<file path="config.mk">
export PLATFORM = sky130hd
export DESIGN_NAME = ski_heap_arbiter
export DESIGN_NICKNAME = d
export VERILOG_FILES = /design/src/rtl/ski_heap_pkg.sv /design/src/rtl/ski_heap_arbiter.sv
export SDC_FILE = /design/constraint.sdc
export NUM_CORES = 1
export LEC_CHECK = 0
export ABC_AREA = 1
export CORE_AREA = 2 2 100 102
export CTS_CLUSTER_DIAMETER = 80
export CTS_CLUSTER_SIZE = 12
export DETAILED_ROUTE_END_ITERATION = 16
export DIE_AREA = 0 0 102 104
export SLEW_MARGIN = 20
export SYNTH_ARGS = -nofsm -noshare
export SYNTH_HDL_FRONTEND = slang
export SYNTH_SLANG_ARGS = --single-unit
</file>
<file path="constraint.sdc">
create_clock -name system1000 -period 1.3 [get_ports system1000]
set_input_delay 0.195 -clock system1000 [delete_from_list [all_inputs] [get_ports system1000]]
set_output_delay 0.195 -clock system1000 [all_outputs]
set_load 0.05 [all_outputs]
</file>
<file path="src/rtl/ski_heap_pkg.sv">
// ski_heap_pkg: definitions shared by the SKI reducer, the host term loader
// and the heap arbiter.
//   ADDR_W   - heap address width
//   DATA_W   - heap cell width (tag + two pointers)
//   cell_t   - packed layout of one heap cell
//   req_id_e - identity of a heap requester
package ski_heap_pkg;

    localparam int ADDR_W = 16;
    localparam int PTR_W  = 16;
    localparam int DATA_W = 33;

    // One combinator heap cell: a tag bit and the left/right child pointers.
    typedef struct packed {
        logic             tag;
        logic [PTR_W-1:0] left;
        logic [PTR_W-1:0] right;
    } cell_t;

    // Requester identity, also used to steer read responses.
    typedef enum logic {
        REDUCER = 1'b0,
        LOADER  = 1'b1
    } req_id_e;

endpackage

</file>
<file path="src/rtl/ski_heap_arbiter.sv">
// ski_heap_arbiter: shares the single-port heap RAM between the SKI reducer
// (requester 0) and the host term loader (requester 1). One access per cycle,
// weighted round-robin favouring the reducer, read data steered back to the
// issuing requester one cycle after the transfer.
// Ports:
//   system1000 / system1000_rst   clock, async active-high reset
//   rN_valid/ready/we/addr/wdata  request channel of requester N
//   r0_lock                       reducer holds the grant for an atomic RMW
//   rN_rsp_valid/rsp_data         read response of requester N
//   ram_en/we/addr/wdata/rdata    single-port heap RAM interface
module ski_heap_arbiter #(
    parameter int ADDR_W = 16,
    parameter int DATA_W = 33,
    parameter int WEIGHT = 4
) (
    input  logic              system1000,
    input  logic              system1000_rst,
    input  logic              r0_valid,
    output logic              r0_ready,
    input  logic              r0_we,
    input  logic              r0_lock,
    input  logic [ADDR_W-1:0] r0_addr,
    input  logic [DATA_W-1:0] r0_wdata,
    output logic              r0_rsp_valid,
    output logic [DATA_W-1:0] r0_rsp_data,
    input  logic              r1_valid,
    output logic              r1_ready,
    input  logic              r1_we,
    input  logic [ADDR_W-1:0] r1_addr,
    input  logic [DATA_W-1:0] r1_wdata,
    output logic              r1_rsp_valid,
    output logic [DATA_W-1:0] r1_rsp_data,
    output logic              ram_en,
    output logic              ram_we,
    output logic [ADDR_W-1:0] ram_addr,
    output logic [DATA_W-1:0] ram_wdata,
    input  logic [DATA_W-1:0] ram_rdata
);
    import ski_heap_pkg::*;

    localparam logic [3:0] WEIGHT_C = 4'(WEIGHT);

    logic       gnt0_s;
    logic       gnt1_s;
    logic       rd_xfer_s;
    logic [3:0] credit_q;
    logic [3:0] credit_d;
    logic       pend_q;
    logic       pend_d;
    req_id_e    owner_q;
    req_id_e    owner_d;

    // Grant decision: lock or spare credit keeps r0 ahead; reset blocks all transfers.
    always_comb begin
        gnt0_s = 1'b0;
        gnt1_s = 1'b0;
        if (system1000_rst) begin
            gnt0_s = 1'b0;
            gnt1_s = 1'b0;
        end else if (r0_valid && (!r1_valid || r0_lock || (credit_q < WEIGHT_C))) begin
            gnt0_s = 1'b1;
        end else if (r1_valid) begin
            gnt1_s = 1'b1;
        end else begin
            gnt0_s = 1'b0;
            gnt1_s = 1'b0;
        end
    end

    assign r0_ready = gnt0_s;
    assign r1_ready = gnt1_s;

    // RAM port mux: steer the granted requester onto the heap RAM.
    always_comb begin
        ram_en    = gnt0_s | gnt1_s;
        ram_we    = 1'b0;
        ram_addr  = r0_addr;
        ram_wdata = r0_wdata;
        if (gnt1_s) begin
            ram_we    = r1_we;
            ram_addr  = r1_addr;
            ram_wdata = r1_wdata;
        end else if (gnt0_s) begin
            ram_we    = r0_we;
        end else begin
            ram_we    = 1'b0;
        end
    end

    // Credit next state: counts reducer wins while the loader waits, saturating at WEIGHT.
    always_comb begin
        credit_d = credit_q;
        if (!r1_valid || gnt1_s) begin
            credit_d = 4'd0;
        end else if (gnt0_s && (credit_q < WEIGHT_C)) begin
            credit_d = credit_q + 4'd1;
        end else begin
            credit_d = credit_q;
        end
    end

    assign rd_xfer_s = (gnt0_s & ~r0_we) | (gnt1_s & ~r1_we);

    // Response pipeline next state: remember who issued this cycle's read.
    always_comb begin
        pend_d  = rd_xfer_s;
        owner_d = owner_q;
        if (gnt1_s) begin
            owner_d = LOADER;
        end else if (gnt0_s) begin
            owner_d = REDUCER;
        end else begin
            owner_d = owner_q;
        end
    end

    // State registers; async reset also drops any in-flight read response.
    always_ff @(posedge system1000 or posedge system1000_rst) begin
        if (system1000_rst) begin
            credit_q <= 4'd0;
            pend_q   <= 1'b0;
            owner_q  <= REDUCER;
        end else begin
            credit_q <= credit_d;
            pend_q   <= pend_d;
            owner_q  <= owner_d;
        end
    end

    // Only the valid strobe is steered; data fans out to both requesters.
    assign r0_rsp_valid = pend_q & (owner_q == REDUCER);
    assign r1_rsp_valid = pend_q & (owner_q == LOADER);
    assign r0_rsp_data  = ram_rdata;
    assign r1_rsp_data  = ram_rdata;

endmodule

</file>
Word level (Yosys, flattened, before mapping)
Index checks and enable logic that the tools add are counted.
{ "word_totals": {"word_cells": 35, "regBits": 6, "output_inout_bits": 121, "in_bits": 138} }
{ "classes": {"n_lt_le_gt_ge": 1, "bitwise_logic": 9, "addsub": 1, "n_reduce_logical": 8, "n_mux": 13} }
{ "op_table": {"columns": ["operator", "count"], "rows": [
  ["$mux W33", 1],
  ["$mux W16", 1],
  ["$mux W1", 9],
  ["$mux W4", 2],
  ["$add A4 B1 Y4 const B", 1],
  ["$and A1 B1 Y1", 4],
  ["$lt A4 B3 Y1 const B", 1],
  ["$reduce_bool A2 Y1", 2],
  ["$logic_or A1 B1 Y1", 3],
  ["$not A1 Y1", 3],
  ["$logic_and A1 B1 Y1", 2],
  ["$or A1 B1 Y1", 2],
  ["$logic_not A1 Y1", 1]
]} }

Logic depth before layout (Yosys ltp)
{ "depth": {"depth_word": 9, "depth_mapped": 8, "ltp_nobuf": 7} }

Worst setup path before layout
OpenSTA, ideal clock, no wires.
{ "synth_timing": {"path_kind": "reg-to-output", "start": "register credit_q[2]", "end": "output ram_we", "setup_slack_ns": -0.678, "t_arrival_ns": 1.783, "required_time_ns": 1.105, "stages_incl_launch_ff": 6, "path_buffers": 0, "path_cell_list": "dfrtp_1 -> inv_1 -> nand2_1 -> nand2_2 -> nand3_1 -> o21ai_0"} }
{ "synth_via": {"elab_chain_len": 7, "word_cells_on_any_way": 9, "cone_classes": "order compare (1); mux (6); reduce/logical (2)"} }
{ "synth_lines": {"columns": ["element", "line_no", "rtl"], "rows": [
  ["from (decl)", "ski_heap_arbiter.sv:46", "logic [3:0] credit_q;"],
  ["from (signal assigned)", "ski_heap_arbiter.sv:124", "credit_q <= credit_d;"],
  ["$lt A4 B3 Y1 (*)", "ski_heap_arbiter.sv:60", "end else if (r0_valid && (!r1_valid || r0_lock || (credit_q < WEIGHT_C))) begin"],
  ["$logic_or A1 B1 Y1 (*)", "ski_heap_arbiter.sv:60", null],
  ["$logic_and A1 B1 Y1 (*)", "ski_heap_arbiter.sv:60", null],
  ["$mux W1", "ski_heap_arbiter.sv:60", null],
  ["$mux W1", "ski_heap_arbiter.sv:57", "if (system1000_rst) begin"],
  ["$mux W1", "ski_heap_arbiter.sv:83", "end else if (gnt0_s) begin"],
  ["$mux W1 (*)", "ski_heap_arbiter.sv:79", "if (gnt1_s) begin"],
  ["to (decl)", "ski_heap_arbiter.sv:34", "output logic ram_we,"]
]} }
Mark *: on every way between the ends. The rest lies on a longest branch, timed or not.

Worst setup path in the final report
{ "layout_timing": {"start": "register credit_q[2]", "end": "output ram_wdata[25]"} }
{ "layout_via": {"elab_chain_len": 6} }
{ "layout_lines": {"columns": ["element", "line_no", "rtl"], "rows": [
  ["$lt A4 B3 Y1", "ski_heap_arbiter.sv:60", null],
  ["$logic_or A1 B1 Y1", "ski_heap_arbiter.sv:60", null],
  ["$logic_and A1 B1 Y1", "ski_heap_arbiter.sv:60", null],
  ["$mux W1", "ski_heap_arbiter.sv:60", null],
  ["$mux W1", "ski_heap_arbiter.sv:57", null],
  ["$mux W33", "ski_heap_arbiter.sv:79", null],
  ["to (decl)", "ski_heap_arbiter.sv:36", "output logic [DATA_W-1:0] ram_wdata,"]
]} }
No other way between the ends.

==> out/summary.txt <==
syn avg cell area - 5.738 um^2
Global Route Usage Sum - 12.85%
Vias - 2,181
Buffers on Ports - 159
dpl cells - 502
hold_ws - 271.4 ps
Pre-antenna DRT Iters - 4
clock network fraction of total power - 11.5%
share of layout cells above drive strength 1 - 57.95%
maxcap violations - 0
Top Ports - 259
Leakage - 1.829 nW
#FFs+latches synth - 6
diode count - 0
CTS hold repair buffers - 0
Initial Util - 16.82%
worst path required time - 1110 ps
CTS Sinks - 6
worst endpoint data arrival time - 1570 ps
Comb pwr share - 79.8%
failing checks - setup timing
Final Hold Fails - 0
Startpoint Class - register
largest net degree at the start of global routing - 28
TritonCTS clock tree - built
die width - 102 um
final worst path period need - 1765 ps
Worst Max-Slew Pin Slew - 401.0 ps
Gate Count Post-Synth - 280
vias in the first global route - 2,288
setup slack after layout - -464.9 ps
pwr/cell area - 538.9 nW/um^2
most common cell after layout, fill and taps aside - clkdlybuf4s50_1
DP Wirelength - 5284 um
critical path endpoint category - output port
FF/Latch Area - 150.1 um^2
Final setup viols - 57
CP Max Fanout - 5
Sequential Power Share - 8.6%
initial antenna violation count - 0
max-slew violations - 0
RSZ-0062 raised after global routing - true
P_sw - 1.053 mW
Final GP Congestion - 0.7146
Int Power - 1.290 mW
clk_lat worst skew - 220 ps
core area - 9549 um^2
post-placement cell area - 3231 um^2
asr flop ratio synth - 100.0%
clock tree buffer depth - 2
Fin Clk Skew - 1.323 ps
nets - 531
Most used DFF post-synth - dfrtp_1
status - complete, but fails checks
Core Rows - 36
fmax - 566.6 MHz
critical path type - register to output port
Synthesized Nets - 419
Worst Hold Class - input port to async pin
CTS root buffer - clkbuf_8
EDFF count, synth - 0
post-synthesis sequential area ratio - 9.346%
Final Cell Area - 4348 um^2
Final Power - 2.343 mW
first-pass GRT wire length - 11,010 um
Area growth syn-to-layout - 170.6%
Post-Route WL - 8037 um
Mapped Area - 1607 um^2
Max transition margin - 73.20%
Starting DRT DRC Count - 46
Max rail drop VDD - 0.3345 mV
DRC - 0
DRT antenna net count - 0
H-tree depth - 1
fill cell count - 915
area of the multi-input gates - 1600 um^2
Distinct cells, synth - 17
die area - 10,610 um^2
via-per-instance ratio - 4.170
Layout Utilization - 45.53%
most frequent cells in the layout - clkdlybuf4s50_1, nand2_4, buf_8
Die Y-Extent - 104 um
switching share of power - 44.93%
Routed wire per std cell - 15.37 um
Num CTS Buffers - 3
total congestion overflow - 0
Syn. warnings - 0
Clock transition at path regs - 40 ps
non-filler cells, final - 523
Tcrit/Tclk final - 135.8%
Reg2Reg Depth - 10
==> cell type report <==
cell class / count / share of cell area, %
tap: 133 / 3.827
timing repair buffer: 188 / 53.78
clock buffer: 3 / 0.9496
multi-input combinational: 181 / 36.81
inverter: 12 / 1.180
sequential: 6 / 3.453
==> through the flow <==
step / setup TNS [ps] / setup WS, ps
6_report: -22760 / -464.9
5_1_grt: -27560 / -551.0
4_1_cts: -24910 / -516.7
3_5_place_dp: -28660 / -543.7
3_3_place_gp: -29030 / -560.4
2_1_floorplan: -105.4 / -60.87
==> power groups by stage <==
stage / clock network, mW / logic [mW] / registers (mW)
global route: 0.291 / 1.95 / 0.204
global placement: 0 / 1.43 / 0.204
CTS: 0.278 / 1.74 / 0.202
detailed placement: 0 / 1.44 / 0.205
finish: 0.270 / 1.87 / 0.202
floorplan: 0 / 1.36 / 0.203
==> final timing paths <==
path                       slack [ps]                       to                     from
min in group system1000           390          r0_rsp_data[22]            ram_rdata[22]
max in group asynchronous         890         pend_q$_DFF_PP0_           system1000_rst
hold / removal                    270  credit_q[1]$_DFFE_PP0P_           system1000_rst
setup / recovery                 -460            ram_wdata[25]  credit_q[2]$_DFFE_PP0P_
hold reg to reg                   560      owner_q$_DFFE_PP0P_      owner_q$_DFFE_PP0P_
setup reg to reg                 -150  credit_q[3]$_DFFE_PP0P_  credit_q[2]$_DFFE_PP0P_
==> synthesized netlist by cell type (2+ instances only) <==
cell,number,area [um^2]
buf_6,5,56.30
buf_4,71,533.0
inv_1,11,41.29
nand4_1,4,25.02
nand2_1,108,405.4
dfrtp_1,6,150.1
nand3_1,52,260.3
buf_2,6,30.03
nand2_4,2,22.52
nor2_1,8,30.03
==> registers in the layout, summed over array words and instances, names as in the netlist <==
signal / flops
pend_q: 1
credit_q: 4
owner_q: 1
==> metal layers <==
metal | vias to the layer above | GRT usage [%] | routed length [um] | share of wire [%]
met4 | 0 | 3.238 | 145 | 1.8
met3 | 21 | 3.159 | 638 | 7.9
met1 | 1029 | 13.03 | 2752 | 34
met2 | 95 | 25.33 | 4501 | 56
li1 | 1036 | - | - | -
met5 | - | 0 | 0 | 0
==> worst max-delay path, stage by stage (launching register included) <==
cell and delay, ps:
dfrtp_1 380, inv_2 70, nand2_2 50, nand2_2 90, nand2_4 60, buf_6 140, nand2_8 110, clkbuf_16 160
nand2_1 80, nand2_4 70, buf_8 140
==> logic make-up (layout without fill, tap and decap cells) <==
| family | Yosys count | count (layout) | share of synthesized area [%] |
|---|---|---|---|
| DFF | 6 | 6 | 9.346 |
| AOI/OAI and AO/OA | 1 | 1 | 0.3112 |
| adders and majority gates | 1 | 1 | 0.7787 |
| buffers and inverters | 94 | 203 | 41.35 |
| and+or+nand+nor | 178 | 179 | 48.21 |
==> repair_timing <==
item / in CTS / in global routing
setup endpoints to repair: 57 / 59
resized for setup: 124 / 97
pin swaps: 1 / 4
cloned: 4 / 5
setup buffers: 11 / 3
No activity file was read; power rests on OpenSTA's default activity.
